$ cat src/rtl/platformer_pkg.sv
// Shared definitions for the platformer input path: key bit positions and the
// direction-resolution state encoding.
package platformer_pkg;

  // Bit positions within the raw key_n bus
  localparam int unsigned KEY_RIGHT = 0;
  localparam int unsigned KEY_JUMP  = 1;
  localparam int unsigned KEY_LEFT  = 2;
  localparam int unsigned NUM_KEYS  = 3;

  // Direction resolver state
  typedef enum logic [1:0] {
    DIR_IDLE  = 2'd0,
    DIR_LEFT  = 2'd1,
    DIR_RIGHT = 2'd2
  } dir_state_e;

endpackage : platformer_pkg

$ cat src/rtl/key_debouncer.sv
// Two-flop synchronizer plus counter debouncer for one active-low button.
// Ports:
//   clk, rst      clock, asynchronous active-low reset
//   key_n         raw button, low = pressed
//   stable        debounced level, same polarity as key_n (1 = released)
//   rise          one-cycle pulse, registered with the edge where stable
//                 changes from released to pressed
module key_debouncer #(
  parameter int unsigned DEBOUNCE_CYCLES = 500000,
  parameter int unsigned CNT_W           = 19
) (
  input  logic clk,
  input  logic rst,
  input  logic key_n,
  output logic stable,
  output logic rise
);

  localparam logic [CNT_W-1:0] CNT_LAST = CNT_W'(DEBOUNCE_CYCLES - 1);

  logic             sync1_q, sync2_q;
  logic             stable_q, stable_d;
  logic             rise_q, rise_d;
  logic [CNT_W-1:0] cnt_q, cnt_d;

  // Count consecutive cycles where the synced key disagrees with stable;
  // any agreement (a bounce back) clears the count.
  always_comb begin
    stable_d = stable_q;
    rise_d   = 1'b0;
    cnt_d    = '0;
    if (sync2_q != stable_q) begin
      if (cnt_q == CNT_LAST) begin
        stable_d = sync2_q;
        rise_d   = ~sync2_q;
      end else begin
        cnt_d = cnt_q + CNT_W'(1);
      end
    end
  end

  // Synchronizer resets to released so leaving reset never looks like a press
  always_ff @(posedge clk or negedge rst) begin
    if (!rst) begin
      sync1_q  <= 1'b1;
      sync2_q  <= 1'b1;
      stable_q <= 1'b1;
      rise_q   <= 1'b0;
      cnt_q    <= '0;
    end else begin
      sync1_q  <= key_n;
      sync2_q  <= sync1_q;
      stable_q <= stable_d;
      rise_q   <= rise_d;
      cnt_q    <= cnt_d;
    end
  end

  assign stable = stable_q;
  assign rise   = rise_q;

endmodule : key_debouncer

$ cat src/rtl/platform_input_conditioner.sv
// Turns raw active-low buttons into clean player controls: debounced levels,
// left/right resolved so at most one is active, and a jump request latched
// until the next game_tick consumes it.
// Ports:
//   clk, rst          clock, asynchronous active-low reset
//   key_n[2:0]        raw buttons, low = pressed (0 right, 1 jump, 2 left)
//   game_tick         60 Hz strobe; consumer samples jump_req in that cycle
//   move_left/right   resolved direction requests (never both 1)
//   jump              debounced jump level
//   jump_req          latched jump press, cleared by a consuming game_tick
//   any_input_level   OR of all debounced levels before resolution
module platform_input_conditioner
  import platformer_pkg::*;
#(
  parameter int unsigned DEBOUNCE_CYCLES = 500000,
  parameter int unsigned CNT_W           = 19
) (
  input  logic       clk,
  input  logic       rst,
  input  logic [2:0] key_n,
  input  logic       game_tick,
  output logic       move_left,
  output logic       move_right,
  output logic       jump,
  output logic       jump_req,
  output logic       any_input_level
);

  logic [NUM_KEYS-1:0] stable_n;
  logic [NUM_KEYS-1:0] rise;

  for (genvar i = 0; i < NUM_KEYS; i++) begin : g_key
    key_debouncer #(
      .DEBOUNCE_CYCLES(DEBOUNCE_CYCLES),
      .CNT_W          (CNT_W)
    ) u_deb (
      .clk   (clk),
      .rst   (rst),
      .key_n (key_n[i]),
      .stable(stable_n[i]),
      .rise  (rise[i])
    );
  end

  logic left_lvl, right_lvl;
  assign left_lvl  = ~stable_n[KEY_LEFT];
  assign right_lvl = ~stable_n[KEY_RIGHT];

  dir_state_e dir_q, dir_d;
  logic move_left_q, move_left_d, move_right_q, move_right_d;
  logic jump_q, jump_d, jump_req_q, jump_req_d, any_q, any_d;

  // Newest press wins; on release of the owner, fall back to the other key
  always_comb begin
    dir_d = dir_q;
    if (rise[KEY_LEFT] && rise[KEY_RIGHT]) begin
      if (dir_q == DIR_IDLE) begin
        dir_d = (left_lvl || right_lvl) ? DIR_RIGHT : DIR_IDLE;
      end
    end else if (rise[KEY_LEFT]) begin
      dir_d = DIR_LEFT;
    end else if (rise[KEY_RIGHT]) begin
      dir_d = DIR_RIGHT;
    end else begin
      case (dir_q)
        DIR_IDLE:  ;
        DIR_LEFT:  if (!left_lvl)  dir_d = right_lvl ? DIR_RIGHT : DIR_IDLE;
        DIR_RIGHT: if (!right_lvl) dir_d = left_lvl  ? DIR_LEFT  : DIR_IDLE;
        default:   dir_d = DIR_IDLE;
      endcase
    end

    move_left_d  = (dir_d == DIR_LEFT);
    move_right_d = (dir_d == DIR_RIGHT);
    jump_d       = ~stable_n[KEY_JUMP];
    any_d        = ~(&stable_n);
    // A new press outranks the consuming tick so it is never lost
    jump_req_d   = rise[KEY_JUMP] | (jump_req_q & ~game_tick);
  end

  always_ff @(posedge clk or negedge rst) begin
    if (!rst) begin
      dir_q        <= DIR_IDLE;
      move_left_q  <= 1'b0;
      move_right_q <= 1'b0;
      jump_q       <= 1'b0;
      jump_req_q   <= 1'b0;
      any_q        <= 1'b0;
    end else begin
      dir_q        <= dir_d;
      move_left_q  <= move_left_d;
      move_right_q <= move_right_d;
      jump_q       <= jump_d;
      jump_req_q   <= jump_req_d;
      any_q        <= any_d;
    end
  end

  assign move_left       = move_left_q;
  assign move_right      = move_right_q;
  assign jump            = jump_q;
  assign jump_req        = jump_req_q;
  assign any_input_level = any_q;

endmodule : platform_input_conditioner

$ cat config.mk
export PLATFORM = sky130hd
export DESIGN_NAME = platform_input_conditioner
export DESIGN_NICKNAME = d
export VERILOG_FILES = /design/src/rtl/platformer_pkg.sv /design/src/rtl/key_debouncer.sv /design/src/rtl/platform_input_conditioner.sv
export SDC_FILE = /design/constraint.sdc
export NUM_CORES = 1
export LEC_CHECK = 0
export CORE_UTILIZATION = 60
export DETAILED_ROUTE_END_ITERATION = 8
export PLACE_DENSITY_LB_ADDON = 0.05
export RECOVER_POWER = 50
export SYNTH_ARGS = -nofsm -noshare
export SYNTH_HDL_FRONTEND = slang
export SYNTH_SLANG_ARGS = --single-unit
$ cat constraint.sdc
create_clock -name clk -period 3.5 [get_ports clk]
set_clock_uncertainty 0.2 [all_clocks]
set_input_delay 0.525 -clock clk [delete_from_list [all_inputs] [get_ports clk]]
set_output_delay 0.525 -clock clk [all_outputs]
set_load 0.03 [all_outputs]
# Word level (Yosys, flattened, before mapping)
# Cells that the tools add are included.
[word_totals]
register_bits = 76
input_bits = 6
output_inout_bits = 5
word_cells = 73
[op_classes]
n_addsub = 3
n_eq_ne = 10
n_mux = 22
bitwise_logic = 10
reduce_logical = 7
[ops]
columns = ["cell", "n"]
rows = [
  ["two-way mux 19 bit", 6],
  ["adder 19 x 1 -> 19 bit (second input constant)", 3],
  ["== test 19 bit (second input constant)", 3],
  ["two-way mux 2 bit", 8],
  ["inverter 1 bit", 8],
  ["two-way mux 1 bit", 7],
  ["case mux 2 bit (3 select lines)", 1],
  ["AND reduction 2 bit", 3],
  ["== test 2 x 1 -> 1 bit (second input constant)", 2],
  ["== test 2 bit (second input constant)", 2],
  ["!= test 1 bit", 3],
  ["AND reduction 3 bit", 1],
  ["zero test 2 bit", 1],
  ["AND 1 bit", 1],
  ["logical AND 1 bit", 1],
  ["logical OR 1 bit", 1],
  ["OR 1 bit", 1],
]

# Longest topological paths before layout
# Gate-level depths: netlist of the first run.
[logic_depth]
depth_word = 7
mapped_depth = 7
ltp_nobuf = 5

# Modules after synthesis
# From an unflattened synthesis of the first run, not the netlist that was laid out.
[unflattened]
hier_cells = 360
area_unflattened_um2 = 3663.5
[modules_own_cells]
columns = ["module", "instances", "cells_each", "area_per_inst_um2", "seq_area_each_um2"]
rows = [
  ["key_debouncer", 3, 110, 1122.3, 579.3],
  ["platform_input_conditioner", 1, 30, 296.5, 175.2],
]

# Worst setup path before layout of the first run
# Ideal clock, no wire load.
[synth_path]
path_type = "flip-flop to flip-flop"
startpoint = "register g_key[0].u_deb.cnt_q[5]"
endpoint = "register g_key[0].u_deb.stable_q"
setup_ps = 82
arrival_time_ps = 1661
t_required_ps = 3218
path_slack_ps = 1557
path_stages_with_launch = 6
path_buffers = 1
period_less_slack_ps = 1943
cell_sequence = "dfrtp_1 buf_6 nor4b_2 nand2_1 or4_4 mux2_4"
[synth_via]
elab_chain_cells = 2
[synth_lines]
columns = ["element", "line_no", "source"]
rows = [
  ["start, declared", "key_debouncer.sv:24", "logic [CNT_W-1:0] cnt_q, cnt_d;"],
  ["start signal, assigned", "key_debouncer.sv:55", "cnt_q <= cnt_d;"],
  ["== test 19 bit", "key_debouncer.sv:33", "if (cnt_q == CNT_LAST) begin"],
  ["AND reduction 2 bit (no source line)", "n/a", ""],
  ["end signal, assigned", "key_debouncer.sv:53", "stable_q <= stable_d;"],
  ["end, declared", "key_debouncer.sv:22", "logic stable_q, stable_d;"],
]
# Every way passes these cells.
# A chain may end at the register's enable or synchronous reset.

# Worst setup path in the final report of the first run
[layout_path]
startpoint = "register g_key[0].u_deb.cnt_q[0]"
endpoint = "register g_key[0].u_deb.cnt_q[8]"
[layout_via]
elab_chain_cells = 3
elab_cells_between_ends = 4
cone_classes = "add/sub: 1; eq/ne: 1; mux: 2"
[layout_lines]
columns = ["element", "line_no", "source"]
rows = [
  ["adder 19 x 1 -> 19 bit / == test 19 bit (equally long branches)", "key_debouncer.sv:37, key_debouncer.sv:33", ""],
  ["two-way mux 19 bit *", "key_debouncer.sv:33", ""],
  ["two-way mux 19 bit *", "key_debouncer.sv:32", "if (sync2_q != stable_q) begin"],
  ["net g_key[0].u_deb.cnt_d[8]", "key_debouncer.sv:24", ""],
]
# Mark *: on every way through the listed nets, which the timed path passes. The rest lies on a longest branch.

==> out/results.tsv, run 1 <==
stage	metric	value	unit
die	coreArea	5640	um^2
placed_design	routabilityCongestion	0.790	
global_routing	grt_util_all_layers	23.6	%
critical_path	critPathArrivalTime	2.29	ns
sta	hold_violations	0	
logic_synthesis	synth-seq-area-share	53.3	%
clocking	clk_pin_slew_worst_paths	0.08	ns
layout	final_cell_mix	dfrtp_1, nor2_1, xnor2_1	
logic_synthesis	synth_cells	347	
drt	route.detailed.drc	0	
sta	finalSetupTns	0	ns
clocking	cts_hold_buf	0	
min_path	hold_path.class	flop to flop	
sta	rsz0062_at_grt	false	
clocking	cts_buffer_depth	2	
layout	seqCellArea	1910	um^2
layout	area_growth	9.02	%
drt	avgViaCountPerCell	5.80	
logic_synthesis	yosys_warnings	0	
drt	avgRoutedWirePerCell	14.8	um
sta	max_slew_margin	-20.3	%
logic_synthesis	synth-seq-cells	76	
placed_design	place_inst	423	
clocking	cts_made_buffers	9	
layout	drive_above_1_share	10.4	%
clocking	cts_resized	0	
sta	fmax	0.435	GHz
logic_synthesis	synth_top_area_cell	dfrtp_1	
layout	nets	371	
drt	first_pass_iters	4	
die	die_x	79.4	um
clocking	cts_tree	done	
layout	multi_input_area	1600	um^2
layout	n_antenna_cell	0	
die	initial_core_util	63.7	%
critical_path	cp.required	3.49	ns
critical_path	cp-start-kind	flop	
die	dieArea	6300	um^2
outcome	violations	capacitance limit, slew limit	
logic_synthesis	synth_top_area_share	46.7	%
die	rows	27	
logic_synthesis	synth_cell_type_count	46	
sta	drv_slew	77	
sta	worstMarginPinSlew	1.80	ns
drt	detail-route-antenna-nets	0	
placed_design	numPortBuffers	10	
logic_synthesis	synth_area_per_cell	10.4	um^2
sta	fin_crit	2.30	ns
layout	instances_no_fill	439	
pwr	worst_ir_drop_vdd	300	uV
logic_synthesis	netlist_area	3590	um^2
sta	setup_viol	0	
layout	fin_util	69.4	%
drt	vias	2546	
clocking	htreeDepth	3	
pwr	leakagePower	1.56	nW
global_routing	grt_pass1_wl	11.4	mm
pwr	p_per_area	390	nW/um^2
placed_design	pre_cts_slack	1.20	ns
drt	drt_first_iter_violations	86	
clocking	cts_setup_buffers	0	
logic_synthesis	synth_nets	356	
sta	finalCritPeriodShare	65.7	%
global_routing	grt_max_degree	77	
run	drv_cap	1	
clocking	insertion_delay	0.35	ns
global_routing	antenna_found_initial	0	
clocking	clkSinkCount	76	
clocking	cts_root_buffer	clkbuf_8	
sta	setup_slack	1.20	ns
critical_path	crit_path_max_fanout	16	
layout	n_fill_cell	438	
layout	final_common_cell	dfrtp_1	
die	die_h	79.4	um
critical_path	critPathKind	flop to flop	
outcome	status	finished, violations left	
global_routing	grt-ovfl-total	0	
die	pin_count	11	
placed_design	hpwl	4.41	mm
global_routing	grt_pass1_vias	2520	
logic_synthesis	yosys-top-cells-area	dfrtp_1, dfstp_2, xnor2_1, nor2_1, xor2_1	
critical_path	worst_setup_path_end_kind	flop	
drt	drt-total-wl	6.50	mm
-- per-layer routing --
layer  up-vias  global-route usage (%)  part of all wire (%)
met1      1227                    30.7                    48
met4         0                    9.27                   1.9
met5         -                       0                     0
met2        43                    38.2                    47
met3        14                    5.49                   2.9
li1       1262                       -                     -
-- layout make-up --
| type | count | share of cell area [%] |
|---|---|---|
| inverters | 11 | 1.05 |
| clock inverters | 6 | 1.05 |
| repair buffers | 11 | 2.62 |
| flip-flops and latches | 76 | 48.8 |
| multi-input cells | 253 | 40.9 |
| well taps | 72 | 2.30 |
| clock buffers | 10 | 3.26 |
-- critical path: stages (launching register included) --
cell	delay, ns
dfrtp_1	0.41
ha_1	0.26
nand4_2	0.25
o41ai_4	0.85
nor2_1	0.17
-- Yosys cell counts (all sizes together) --
cell type and n:
nor2 53, and3b 1, xnor2 27, a21boi 1
nand3 20, mux2 3, or4 5, clkbuf 3
nor3 11, o31ai 4, nand2 22, inv 11
nor4 15, nor4bb 4, a21oi 11, dfstp 9
a21o 1, a31o 1, buf 4, nand2b 1
and4 5, o41ai 1, nor3b 1, o211ai 1
a211oi 1, and2 2, xor2 16, o21ai 9
nand3b 2, ha 3, nor4b 1, dfrtp 67
mux2i 2, and3 4, or2 3, or3 4
nand4 18
-- sequential cells by signal, summed over array words and instances (netlist names) --
signal               cells
any_input_level          1
dir_q                    2
g_key.u_deb.cnt_q       57
g_key.u_deb.rise         3
g_key.u_deb.stable       3
g_key.u_deb.sync1_q      3
g_key.u_deb.sync2_q      3
jump                     1
jump_req                 1
move_left                1
move_right               1
-- kinds of logic (layout without fill, tap and decap cells) --
| logic type | after synthesis | after routing | synth area share (%) |
|---|---|---|---|
| xor gates and xnor gates | 43 | 43 | 10.5 |
| adders and majority gates | 3 | 3 | 1.05 |
| buffers and inverters | 18 | 38 | 2.19 |
| AOI/OAI and AO/OA | 30 | 30 | 5.57 |
| and+or+nand+nor | 172 | 172 | 25.8 |
| muxes | 5 | 5 | 1.60 |
| DFF | 76 | 76 | 53.3 |
-- report_power, final --
group          switching (mW)  leakage [nW]  internal (mW)
clock                   0.318        0.0783          0.255
sequential             0.0113          1.01          0.892
combinational          0.0358         0.468         0.0151
total                   0.365          1.56           1.16
-- through the flow --
stage / hold WS [ns] / cell area (um^2) / total power [mW]
final: 0.155 / 3920 / 1.53
after global routing: 0.163 / 3920 / 1.59
after CTS: 0.138 / 3920 / 1.55
after detailed placement: 0.149 / 3750 / 0.975
after global placement: 0.147 / 3750 / 0.973
after floorplan: 0.0294 / 3590 / 0.944
-- final timing paths --
check / startpoint / end / slack (ns) / cells past startpoint
max reg2reg: g_key[0].u_deb.cnt_q[0]$_DFF_PN0_ / g_key[0].u_deb.cnt_q[8]$_DFF_PN0_ / 1.20 / 4
min reg2reg: g_key[1].u_deb.sync1_q$_DFF_PN1_ / g_key[1].u_deb.sync2_q$_DFF_PN1_ / 0.16 / 0
max in group asynchronous: rst / g_key[1].u_deb.cnt_q[0]$_DFF_PN0_ / 1.58 / 1
max: g_key[0].u_deb.cnt_q[0]$_DFF_PN0_ / g_key[0].u_deb.cnt_q[8]$_DFF_PN0_ / 1.20 / 4
min: g_key[1].u_deb.sync1_q$_DFF_PN1_ / g_key[1].u_deb.sync2_q$_DFF_PN1_ / 0.16 / 0
min in group asynchronous: rst / g_key[0].u_deb.cnt_q[9]$_DFF_PN0_ / 0.46 / 1
Power figures use the tool's default switching activity.
==> inputs of run 2 (changes only) <==
Settings changed: CORE_UTILIZATION 60 to 55.
Clock period 3.5 ns to 1.95 ns, I/O delays scaled along.
==> run 2 against run 1 <==
Effect of this change:
- largest cell class unchanged
- the run now ends clean
- via count up 4.3%
- clock-buffer cell count down 1
- highest routed layer unchanged
- die area up 8.9%
- first-iteration DRC count up 2.3%
==> out/results.tsv, run 2 (synthesis results as in run 1) <==
stage	metric	value	unit	change
global_routing	grt_util_all_layers	21.2	%	-2.4 points
die	pin_count	11		unchanged
placed_design	numPortBuffers	10		unchanged
global_routing	grt_util_met3	4.77	%	-0.71 points
drt	avgRoutedWirePerCell	13.9	um	-5.9%
global_routing	grt.busiest_layer	met2		
global_routing	grt_pass1_vias	2567		+1.9%
sta	hold_violations	0		unchanged
drt	avgViaCountPerCell	5.58		-3.8%
global_routing	antenna_found_initial	0		unchanged
critical_path	critPathArrivalTime	1.97	ns	-0.32 ns
layout	largest_register	g_key.u_deb.cnt_q		
clocking	clkSinkCount	76		unchanged
clocking	cts_setup_buffers	0		unchanged
critical_path	crit_path_max_fanout	4		-12
clocking	insertion_delay	0.34	ns	about the same
layout	fin_util	67.8	%	-1.6 points
critical_path	critPathKind	flop to flop		
clocking	cts_buffer_depth	2		unchanged
die	die_h	82.8	um	+4.3%
layout	n_antenna_cell	0		unchanged
global_routing	grt_pass1_wl	11.7	mm	+2.1%
global_routing	grt-ovfl-total	0		unchanged
critical_path	slowest_delay	0.48	ns	-0.37 ns
clocking	clk_pin_slew_worst_paths	0.08	ns	about the same
die	rows	29		+7.4%
die	die_x	82.8	um	+4.3%
clocking	cts_root_buffer	clkbuf_8		
layout	drive_above_1_share	19.0	%	+8.7 points
global_routing	grt_max_degree	39		-49%
critical_path	cp-start-kind	flop		
sta	whs	0.157	ns	+0.00164 ns
layout	final_common_cell	dfrtp_1		
drt	drt_first_iter_violations	88		+2.3%
layout	instances_no_fill	476		+8.4%
sta	fmax	0.528	GHz	+21%
placed_design	place_inst	459		+8.5%
sta	drv_slew	0		-100%
layout	area_growth	19.2	%	
sta	worstMarginPinSlew	0.540	ns	-1.26 ns
layout	final_cell_mix	dfrtp_1, nor2_1, buf_4		
sta	rsz0062_at_grt	true		
pwr	worst_ir_drop_vdd	481	uV	+60%
drt	drt-total-wl	6.63	mm	+2.0%
pwr	p_total	3.06	mW	+100%
drt	vias	2656		+4.3%
drt	detail-route-antenna-nets	0		unchanged
run	drv_cap	0		-1
pwr	leakagePower	1.79	nW	+15%
die	initial_core_util	56.9	%	-6.8 points
placed_design	routabilityCongestion	0.785		-0.68%
global_routing	use_met1	28.8	%	-1.9 points
clocking	cts_made_buffers	9		unchanged
sta	fin_crit	1.89	ns	-0.406 ns
clocking	cts_tree	done		
pwr	p_per_area	715	nW/um^2	+83%
placed_design	hpwl	4.56	mm	+3.4%
outcome	status	finished, final reports clean		
global_routing	use_met2	33.7	%	-4.5 points
sta	setup_viol	0		unchanged
critical_path	path_cells	nor4_2 -> nand2_1 -> or4_4 -> mux2_4		
die	dieArea	6860	um^2	+8.9%
sta	max_slew_margin	64.0	%	+84 points
critical_path	slowest_stage	or4_4		
layout	nets	403		+8.6%
clocking	htreeDepth	3		unchanged
critical_path	worst_setup_path_end_kind	flop		
critical_path	cp.required	2.03	ns	-1.46 ns
min_path	hold_path.class	flop to flop		
drt	first_pass_iters	4		unchanged
die	coreArea	6310	um^2	+12%
layout	largest_register_ffs	57		unchanged
drt	route.detailed.drc	0		unchanged
sta	finalCritPeriodShare	97.1	%	+31 points
## run 2: changes by cell type in the layout (fill, tap and decap cells not counted), sizes merged
cell         previous run  this run
dlygate4sd3             4         5
inv                    11        13
bufinv                  0         2
clkbuf                 11        12
buf                     1        30
clkinv                  3         2
clkinvlp                3         1
## run 2: critical path, delay by kind of cell, from the launching register on
kind | cells | cell delay, ns
AND/OR/NAND/NOR | 3 | 0.93
multiplexers | 1 | 0.31
flip-flops | 1 | 0.39
## run 2: final timing paths
| check | start | to | slack (ns) | depth (start not counted) |
|---|---|---|---|---|
| worst max-delay path | g_key[0].u_deb.cnt_q[11]$_DFF_PN0_ | g_key[0].u_deb.stable$_DFFE_PN1P_ | 0.06 | 4 |
| worst min-delay path | g_key[2].u_deb.sync1_q$_DFF_PN1_ | g_key[2].u_deb.sync2_q$_DFF_PN1_ | 0.16 | 0 |
| worst max register to register | g_key[0].u_deb.cnt_q[11]$_DFF_PN0_ | g_key[0].u_deb.stable$_DFFE_PN1P_ | 0.06 | 4 |
| worst min register to register | g_key[2].u_deb.sync1_q$_DFF_PN1_ | g_key[2].u_deb.sync2_q$_DFF_PN1_ | 0.16 | 0 |
| max in group asynchronous | rst | g_key[0].u_deb.sync1_q$_DFF_PN1_ | 0.28 | 3 |
| min in group asynchronous | rst | g_key[2].u_deb.cnt_q[10]$_DFF_PN0_ | 0.30 | 2 |
## run 2: repair_timing
action,4_1_cts,5_1_grt
hold buffers,1,0
cloned,0,0
endpoints found under the setup margin,4,21
gates resized for setup,1,8
endpoints found under the hold margin,68,0
pin swaps,2,3
## run 2: final cells by class
| type | instances | area [um^2] |
|---|---|---|
| Clock buffer | 9 | 124 |
| Sequential cell | 76 | 1910 |
| Inverter | 11 | 41.3 |
| Fill cell | 501 | 2030 |
| Tap cell | 77 | 96.3 |
| Timing Repair Buffer | 43 | 359 |
| Multi-Input combinational cell | 253 | 1650 |
| Clock inverter | 7 | 98.8 |
## run 2: power by group
| group | total, mW | internal, mW | leakage, nW | switching, mW |
|---|---|---|---|---|
| sequential | 1.62 | 1.60 | 1.01 | 0.0189 |
| combinational | 0.119 | 0.0467 | 0.669 | 0.0725 |
| clock | 1.32 | 0.729 | 0.110 | 0.591 |
| total | 3.06 | 2.38 | 1.79 | 0.682 |
## run 2: per-stage QoR
step | setup slack, ns | instance area, um^2 | TNS [ns]
2_1_floorplan | 0.00710 | 3590 | 0
6_report | 0.0562 | 4280 | 0
3_3_place_gp | -0.0375 | 4010 | -0.0375
4_1_cts | 0.0324 | 4260 | 0
3_5_place_dp | -0.0535 | 4010 | -0.0535
5_1_grt | -0.0239 | 4280 | -0.0255
## run 2: metal layers
metal	share of wire, %	vias up	wire length, um
met5	0	-	0
met4	1.2	0	81
met3	2.1	7	142
met2	47	32	3140
met1	49	1283	3270
li1	-	1334	-
